File: config.mk
export PLATFORM = sky130hd
export DESIGN_NAME = fetch_unit
export DESIGN_NICKNAME = d
export VERILOG_FILES = /design/src/rtl/fetch_unit.sv
export SDC_FILE = /design/constraint.sdc
export NUM_CORES = 1
export LEC_CHECK = 0
export BUFFER_PORTS_ARGS = -buffer_cell sky130_fd_sc_hd__buf_2
export CAP_MARGIN = 15
export CORE_MARGIN = 5
export CORE_UTILIZATION = 62
export DETAILED_ROUTE_END_ITERATION = 10
export PLACE_DENSITY = 0.85
export SLEW_MARGIN = 40
export SYNTH_ARGS = -nofsm -noshare
export SYNTH_HDL_FRONTEND = slang
export SYNTH_SLANG_ARGS = --single-unit
File: constraint.sdc
create_clock -name i_clk -period 5.3 [get_ports i_clk]
set_input_delay 0 -clock i_clk [delete_from_list [all_inputs] [get_ports i_clk]]
set_output_delay 0 -clock i_clk [all_outputs]
set_load 0.01 [all_outputs]
File: src/rtl/fetch_unit.sv
// Instruction fetch unit: issues one-cycle-latency reads to instruction memory and
// buffers the returned words, with their PCs, in a small FIFO for the decoder.
module fetch_unit #(
  parameter int          PC_W     = 12,
  parameter int          INSTR_W  = 16,
  parameter int          DEPTH    = 4,
  parameter int unsigned RESET_PC = 0
) (
  input  logic                             i_clk,
  input  logic                             i_reset,
  input  logic                             i_stop,
  input  logic                             i_redirect,
  input  logic [PC_W-1:0]                  i_redirect_pc,
  output logic                             o_imem_req,
  output logic [PC_W-1:0]                  o_imem_addr,
  input  logic [INSTR_W-1:0]               i_imem_data,
  output logic                             o_valid,
  output logic [PC_W-1:0]                  o_pc,
  output logic [INSTR_W-1:0]               o_instr,
  input  logic                             i_ready,
  output logic [$clog2(DEPTH+1)-1:0]       o_count
);

  localparam int CNT_W = $clog2(DEPTH + 1);
  localparam int PTR_W = (DEPTH > 1) ? $clog2(DEPTH) : 1;

  logic [PC_W-1:0]    pc_q;
  logic [PC_W-1:0]    inflight_pc_q;
  logic               inflight_q;
  logic [PTR_W-1:0]   rd_ptr_q;
  logic [PTR_W-1:0]   wr_ptr_q;
  logic [CNT_W-1:0]   count_q;
  logic [PC_W-1:0]    pc_mem    [DEPTH];
  logic [INSTR_W-1:0] instr_mem [DEPTH];

  logic               pop;
  logic               push;
  logic [CNT_W:0]     occupancy;

  function automatic logic [PTR_W-1:0] ptr_inc(input logic [PTR_W-1:0] p);
    return (p == PTR_W'(DEPTH - 1)) ? '0 : p + PTR_W'(1);
  endfunction

  assign o_valid     = (count_q != '0);
  assign o_count     = count_q;
  assign o_imem_addr = pc_q;
  assign pop         = o_valid & i_ready;
  // A redirect or reset in the capture cycle discards the returning word.
  assign push        = inflight_q & ~i_redirect & ~i_reset;

  // NOTE: every variable gets a value before any condition, so no latch is inferred.
  always_comb begin
    occupancy  = {1'b0, count_q} + (CNT_W + 1)'(inflight_q) - (CNT_W + 1)'(pop);
    o_imem_req = ~i_reset & ~i_redirect & ~i_stop & (occupancy < (CNT_W + 1)'(DEPTH));
  end

  assign o_pc    = o_valid ? pc_mem[rd_ptr_q]    : '0;
  assign o_instr = o_valid ? instr_mem[rd_ptr_q] : '0;

  // NOTE: non-blocking assignments so every register updates from pre-edge values.
  always_ff @(posedge i_clk) begin
    if (i_reset) begin
      pc_q          <= PC_W'(RESET_PC);
      inflight_q    <= 1'b0;
      inflight_pc_q <= '0;
      rd_ptr_q      <= '0;
      wr_ptr_q      <= '0;
      count_q       <= '0;
    end else begin
      inflight_q <= o_imem_req;
      if (o_imem_req) begin
        inflight_pc_q <= pc_q;
        pc_q          <= pc_q + PC_W'(1);
      end
      if (i_redirect) begin
        pc_q     <= i_redirect_pc;
        rd_ptr_q <= '0;
        wr_ptr_q <= '0;
        count_q  <= '0;
      end else begin
        if (push) wr_ptr_q <= ptr_inc(wr_ptr_q);
        if (pop)  rd_ptr_q <= ptr_inc(rd_ptr_q);
        count_q <= count_q + CNT_W'(push) - CNT_W'(pop);
      end
    end
  end

  // NOTE: queue storage has no reset; o_valid gates the outputs, so stale entries never escape.
  always_ff @(posedge i_clk) begin
    if (push) begin
      pc_mem[wr_ptr_q]    <= inflight_pc_q;
      instr_mem[wr_ptr_q] <= i_imem_data;
    end
  end

endmodule

==> results of run 1 <==
==> kinds of logic after synthesis <==
logic type	Yosys count	share of synthesized area (%)
AO/OA/AOI/OAI	32	5.663
XOR/XNOR	12	1.755
adder cells (fa/ha/maj)	10	2.215
buffers and inverters	29	2.068
flip-flops	146	67.53
multiplexers	41	12.70
AND/OR/NAND/NOR	91	8.065
==> stage by stage <==
stage               power [mW]  cells  setup slack [ns]  hold slack [ns]  util (%)
finish                   2.688    623             1.327           0.2398     80.90
global route             2.782    623             1.185           0.2345     80.90
CTS                      2.708    623             1.473           0.2104     80.90
detailed placement       1.381    552             1.971           0.2191     69.71
global placement         1.374    552             1.766           0.2110     69.58
floorplan                1.335    361             2.124          0.09887         -
==> layout make-up <==
cell class	instances	area, µm²	area share [%]
clock buffers	19	421.7	5.588
clock inverters	13	231.5	3.067
inverters	9	33.78	0.4477
multi-input cells	186	1837	24.34
flip-flops and latches	146	4048	53.64
well taps	129	161.4	2.139
repair buffers	121	813.3	10.78
==> synth_stat cells, drive strengths merged (7+ instances only) <==
cell     instances
and2            31
clkbuf          12
buf              8
inv              9
a211oi          10
a21oi            9
mux2i           13
nand2            7
mux4            28
xnor2           11
edfxtp         112
dfxtp           34
ha               9
nor2            29
nand3            8
a2111oi          8
==> worst max path at each step <==
stage / start / end / cells past startpoint
final: o_count[2] / o_imem_addr[11] / 9
after global placement: o_count[2] / inflight_pc_q[5] / 8
after detailed placement: o_count[2] / inflight_pc_q[11] / 8
after global routing: o_count[2] / o_imem_addr[11] / 9
after floorplan: o_count[2] / inflight_pc_q[4] / 12
after CTS: o_count[2] / o_imem_addr[11] / 9
==> worst register-to-register path, delay by kind of cell (launching register included) <==
| kind | cells | cell delay, ns |
|---|---|---|
| AOI/OAI and AO/OA | 3 | 1.38 |
| and+or+nand+nor | 4 | 1.27 |
| buffers and inverters | 1 | 0.63 |
| DFF | 1 | 0.40 |
| adders and majority gates | 1 | 0.23 |
==> report_power, final <==
| group | switching, mW | internal [mW] |
|---|---|---|
| logic | 0.0634 | 0.0620 |
| registers | 0.0179 | 1.24 |
| clock network | 0.443 | 0.861 |
| total | 0.525 | 2.16 |
==> registers in the layout (all words and copies together) (netlist names), named ones only <==
register	cells
o_imem_addr	12
rd_ptr_q	2
pc_mem	48
inflight_pc_q	12
wr_ptr_q	2
o_count	3
instr_mem	64
inflight_q	1
==> metal layers <==
| metal | track usage (%) | vias to the layer above | routed length [µm] |
|---|---|---|---|
| met4 | 7.574 | 0 | 197 |
| li1 | - | 1633 | - |
| met1 | 29.37 | 1781 | 5049 |
| met5 | 0 | - | 0 |
| met2 | 42.67 | 144 | 6854 |
| met3 | 5.791 | 19 | 801 |
==> cells in the final DEF (no fill, tap or decap), types with 2 or more instances in the layout <==
master / count
a211oi_2: 3
inv_1: 9
nand3_1: 8
a2111oi_2: 4
or4b_1: 2
mux4_2: 28
and2_1: 31
nor2_1: 29
inv_6: 2
nand2_1: 7
bufinv_16: 6
and3_1: 4
mux2i_1: 13
clkbuf_1: 2
clkinv_4: 2
a211oi_1: 7
nor3_1: 3
ha_1: 9
buf_4: 5
a2111oi_4: 3
clkbuf_16: 16
a21oi_1: 8
dfxtp_1: 33
edfxtp_1: 112
dlygate4sd3_1: 39
xnor2_1: 11
buf_2: 77
==> metrics, run 1 <==
startpoint of the worst-slack reg-to-reg timing path o_count[2]; largest net degree at the start of global routing 34; post-CTS resize count 0; worst min-delay path class in2reg; Pre-antenna DRT Iters 4; Buffers on Ports 77; worst-margin pin slew 0.6587 ns; VDD IR max 0.0002162 V; total setup violations reported at the end of the flow 0; Distinct cells, synth 40; minimum setup slack among reg-to-reg paths 1.33 ns; dominant delay contributor by cell family on the critical path compound AO/OA/AOI/OAI gates; global-route usage over all layers 24.12%; Reg-to-Reg End o_imem_addr[11]; Setup TNS Final 0 ns; static leakage power 2.677 nW; total of flip-flops plus latches after synthesis between 100 and 150; fraction of layout instances using a drive strength above 1 31.58%; cell at the root of the clock tree clkbuf_8; Warnings, synthesis 0; synthesized cell area 0.005988 mm²; die boundary height 108.3 µm; worst clock skew on the final layout 0.007263 ns; EDFF count, synth 112; number of instances on the worst hold path 2; Max Fanout on Critical Path 33; io pins 78; buffers and inverters on the worst path 1; Longest Clk Path Bufs 2; placeable core area 0.009328 mm²; global route overflow 0; endpoint kind of the worst setup timing path flop; Chip Width 108.3 µm; clock latency on the worst-skew pair between 0.5 and 0.6 ns; count of hold buffers inserted by post-cts repair 39; Synth area leader edfxtp_1; PD cells 356.2 mW/mm²; leading cell types by total area after synthesis edfxtp_1, dfxtp_1, mux4_2; aggregate routed wire length between 10 and 15 mm; first-pass GRT wire length approximately 21 mm; arrival time worst endpoint 4.42 ns; total die area 0.01172 mm²; capture endpoint of the worst hold path instr_mem[0][1]; number of diodes 0; total non-filler cell area in the finished layout 0.007546 mm²; slowest cell delay on critical path 0.63 ns; number of max-cap violations 0; worst min-delay path startpoint i_imem_data[1]; area growth from synthesis to layout 26.01%; average routed wire per standard cell 20.71 µm; clock-pin slew of the registers on the worst-case setup and hold paths 0.06 ns; required time of the critical path 5.75 ns; Placement Cell Area 0.006502 mm²; Final Max Slew Viols 0; via-per-instance ratio 5.742; instance count of the mapped netlist 361; Iter 0 DRT Violations 254; H-tree levels 4; maximum frequency from static timing analysis 251.7 MHz; remaining number of nets flagged by the antenna check after routing 0; Num CTS Buffers 17; number of antenna violations at the first check in global routing 0; detailed placement HPWL 7.066 mm; Post-Synthesis Net Count 404; chain of cells forming the critical path or3_2 -> nand3_1 -> ha_1 -> or4b_1 -> a221o_2 -> a2111oi_2 -> nor3_1 -> a2111oi_0 -> dlygate4sd3_1; Worst Reg-to-Reg Cells 9; share of flip-flops with an asynchronous set or reset 0%; most common flop cell mapped by yosys edfxtp_1; fraction of synthesized cell area taken by the top area cell type between 50% and 60%; min Tclk post-route between 3 and 4 ns; final period utilization 74.96%; type of the worst setup path reg2reg; share of synthesized area occupied by flip-flops and latches 67.53%; TritonCTS Sinks 146; RePlAce Congestion 0.8566; Site Rows 35; Post-Syn Area per Cell 16.59 µm²; post-CTS setup-driven buffer insertion count 0; via count of the first global-routing pass 3811; CTS tree built; number of nets in the finished design 524; status finished clean; Layout fillers approximately 480; DRC violations left 0; Starting Density 64.20%; kind of start point of the critical path flop; final number of hold-violating endpoints 0; tightest slew margin relative to the limit 56.09%; CP max stage cell dlygate4sd3_1; RSZ-0062 raised after global routing no; detailed-route via count 3577
Power figures use the tool's default switching activity.
==> run 2: changes to the inputs <==
- ABC_AREA: unset -> 1
- CORE_UTILIZATION: 62 -> 58
- PLACE_DENSITY: 0.85 -> 0.8
- clock period: 5.3 -> 4.2 ns (I/O delays scaled with it)
==> run 2 against run 1 <==
Compared with the run above:
- register-to-register slack worse by 0.07 ns
- clock skew fell by 0.0025 ns
- sequential power increased by 27%
- power grew 16%
- final area rose by 1.8%
- critical path type unchanged
==> metrics, run 2 <==
status finished clean; worst min-delay path class in2reg; most common flop cell mapped by yosys edfxtp_1; arrival time worst endpoint ~3.3 ns; worst clock skew on the final layout 0.004751 ns; Site Rows 37; internal portion of total power 2.487 mW; Starting Density 59.81%; RePlAce Congestion 0.8570; Placement Cell Area around 0.0067 mm²; Warnings, synthesis 0; VDD IR max about 0.00025 V; cell with the most instances after synthesis nor2_1; Final Max Slew Viols 0; synthesized cell area 0.006202 mm²; final cell count without fillers 861; via count of the first global-routing pass 4567; kind of start point of the critical path flop; post-CTS setup-driven buffer insertion count 0; Synth area leader edfxtp_1; DRC violations left 0; fraction of synthesized cell area taken by the top area cell type between 50% and 60%; Longest Clk Path Bufs 2; Setup TNS Final 0 ns; Num CTS Buffers 17; final number of hold-violating endpoints 0; first-pass GRT wire length 21.25 mm; placeable core area 0.01037 mm²; cell at the root of the clock tree clkbuf_8; H-tree levels 4; TritonCTS Sinks roughly 150; type of the worst setup path reg2reg; total non-filler cell area in the finished layout between 0.007 and 0.008 mm²; minimum setup slack among reg-to-reg paths 1.25 ns; most common library cell in the layout ignoring fill and taps nor2_1; fraction of layout instances using a drive strength above 1 20.69%; clock-pin slew of the registers on the worst-case setup and hold paths around 0.060 ns; detailed-route via count roughly 4700; endpoint kind of the worst setup timing path flop; most flop-heavy register instr_mem; share of power burned in registers between 50% and 60%; io pins 78; clock latency on the worst-skew pair 0.51 ns; Layout fillers 675; top post-synthesis cells by count nor2_1, edfxtp_1, o21ai_0; flip-flop count of the largest register after layout 64; number of antenna violations at the first check in global routing 0; EDFF count, synth around 110; number of nets in the finished design 756; via-per-instance ratio 5.410; min Tclk post-route ~3 ns; Pre-antenna DRT Iters 5; RSZ-0062 raised after global routing no; total die area 0.01286 mm²; number of max-cap violations 0; Buffers on Ports 77; instance count of the mapped netlist about 590; global-route usage over all layers 21.24%; share of flip-flops with an asynchronous set or reset 0%; static leakage power roughly 3 nW; Iter 0 DRT Violations just over 300; average routed wire per standard cell 15.25 µm; required time of the critical path approximately 4.6 ns; CTS tree built; placed cell count 782; leading cell types by total area after synthesis edfxtp_1, dfxtp_1, nor2_1; die boundary height 113.4 µm; total setup violations reported at the end of the flow 0; area growth from synthesis to layout 23.85%; Chip Width 113.4 µm; post-CTS resize count 0; Post-Syn Area per Cell 10.46 µm²; switching power as a share of total power between 20% and 30%; Distinct cells, synth 33; maximum frequency from static timing analysis 339.3 MHz; share of synthesized area occupied by flip-flops and latches 65.20%; worst-margin pin slew about 0.69 ns; detailed placement HPWL 7.539 mm; commonest non-fill, non-tap cells in the layout nor2_1, edfxtp_1, buf_2; Max Fanout on Critical Path 27; number of diodes 0; total of flip-flops plus latches after synthesis between 100 and 150; global route overflow 0; PD cells 407.1 mW/mm²; final period utilization a little over two thirds; largest registers instr_mem (64), pc_mem (48); Switching Power 0.6407 mW; count of hold buffers inserted by post-cts repair 48; Post-Synthesis Net Count 636; largest net degree at the start of global routing just under 60; tightest slew margin relative to the limit 53.88%; Gate power share 5.6%; aggregate routed wire length 13.13 mm; part of the power in the clock network 43.2%; remaining number of nets flagged by the antenna check after routing 0
run 2: changes by cell type after synthesis, moves of 16 or more:
cell	delta
nor2_1	+124
nand3_1	+16
a21oi_1	+25
o21ai_0	+75
mux4_2	-28
nand2_1	+38
inv_1	+16
and2_1	-31
run 2: layout make-up:
class / count / area [µm²] / area share, %
Inverter: 30 / 113.9 / 1.482
Clock inverter: 12 / 117.6 / 1.531
Tap cell: 136 / 170.2 / 2.215
Timing Repair Buffer: 131 / 910.9 / 11.86
Multi-Input combinational cell: 387 / 1902 / 24.76
Clock buffer: 19 / 421.7 / 5.489
Sequential cell: 146 / 4045 / 52.66
run 2: stage by stage:
stage	setup slack [ns]	util, %	power, mW	hold slack [ns]
floorplan	2.013	-	1.718	0.06907
global placement	1.981	64.23	1.761	0.2122
detailed placement	1.835	64.23	1.769	0.2188
CTS	1.277	74.06	3.144	0.02280
global route	1.056	74.07	3.253	0.03606
finish	1.253	74.07	3.127	0.03769
run 2: critical path, stage by stage, from the launching register on:
cell and delay, ns:
dfxtp_1 0.38, nor2_1 0.08, nand2_2 0.10, nand2_2 0.08, inv_1 0.14, nand2_1 0.08, ha_1 0.29, nand2_1 0.05
inv_1 0.05, nand4_1 0.14, a21oi_1 0.20, nor2_2 0.08, nand2_4 0.21, nand2_4 0.18, nand2_2 0.12, a21oi_2 0.05
dlygate4sd3_1 0.57
run 2: worst paths after layout:
kind                            cells past startpoint             start        endpoint
worst max register to register                     16        o_count[0]  o_imem_addr[4]
worst min-delay path                                6            i_stop      inflight_q
worst min register to register                      0  inflight_pc_q[3]    pc_mem[0][3]
worst max-delay path                               16        o_count[0]  o_imem_addr[4]
run 2: metal layers:
| layer | vias up | wire [µm] | GRT usage [%] | part of all wire [%] |
|---|---|---|---|---|
| li1 | 2275 | - | - | - |
| met1 | 2192 | 5388 | 24.71 | 41 |
| met2 | 168 | 6675 | 38.07 | 51 |
| met3 | 23 | 816 | 5.040 | 6.2 |
| met4 | 0 | 248 | 8.093 | 1.9 |
| met5 | - | 0 | 0 | 0 |
run 2: power groups by stage:
stage / Clock (mW) / Sequential [mW] / Combinational (mW)
CTS: 1.37 / 1.60 / 0.176
global route: 1.45 / 1.60 / 0.197
finish: 1.35 / 1.60 / 0.177
global placement: 0 / 1.63 / 0.136
detailed placement: 0 / 1.63 / 0.141
floorplan: 0 / 1.62 / 0.0943
run 2: logic make-up after synthesis:
group / Yosys count / synth area share, %
buffers and inverters: 60 / 4.297
flip-flops: 146 / 65.20
AO/OA/AOI/OAI: 126 / 11.12
AND/OR/NAND/NOR: 248 / 16.82
XOR/XNOR: 3 / 0.4237
adder cells (fa/ha/maj): 10 / 2.138
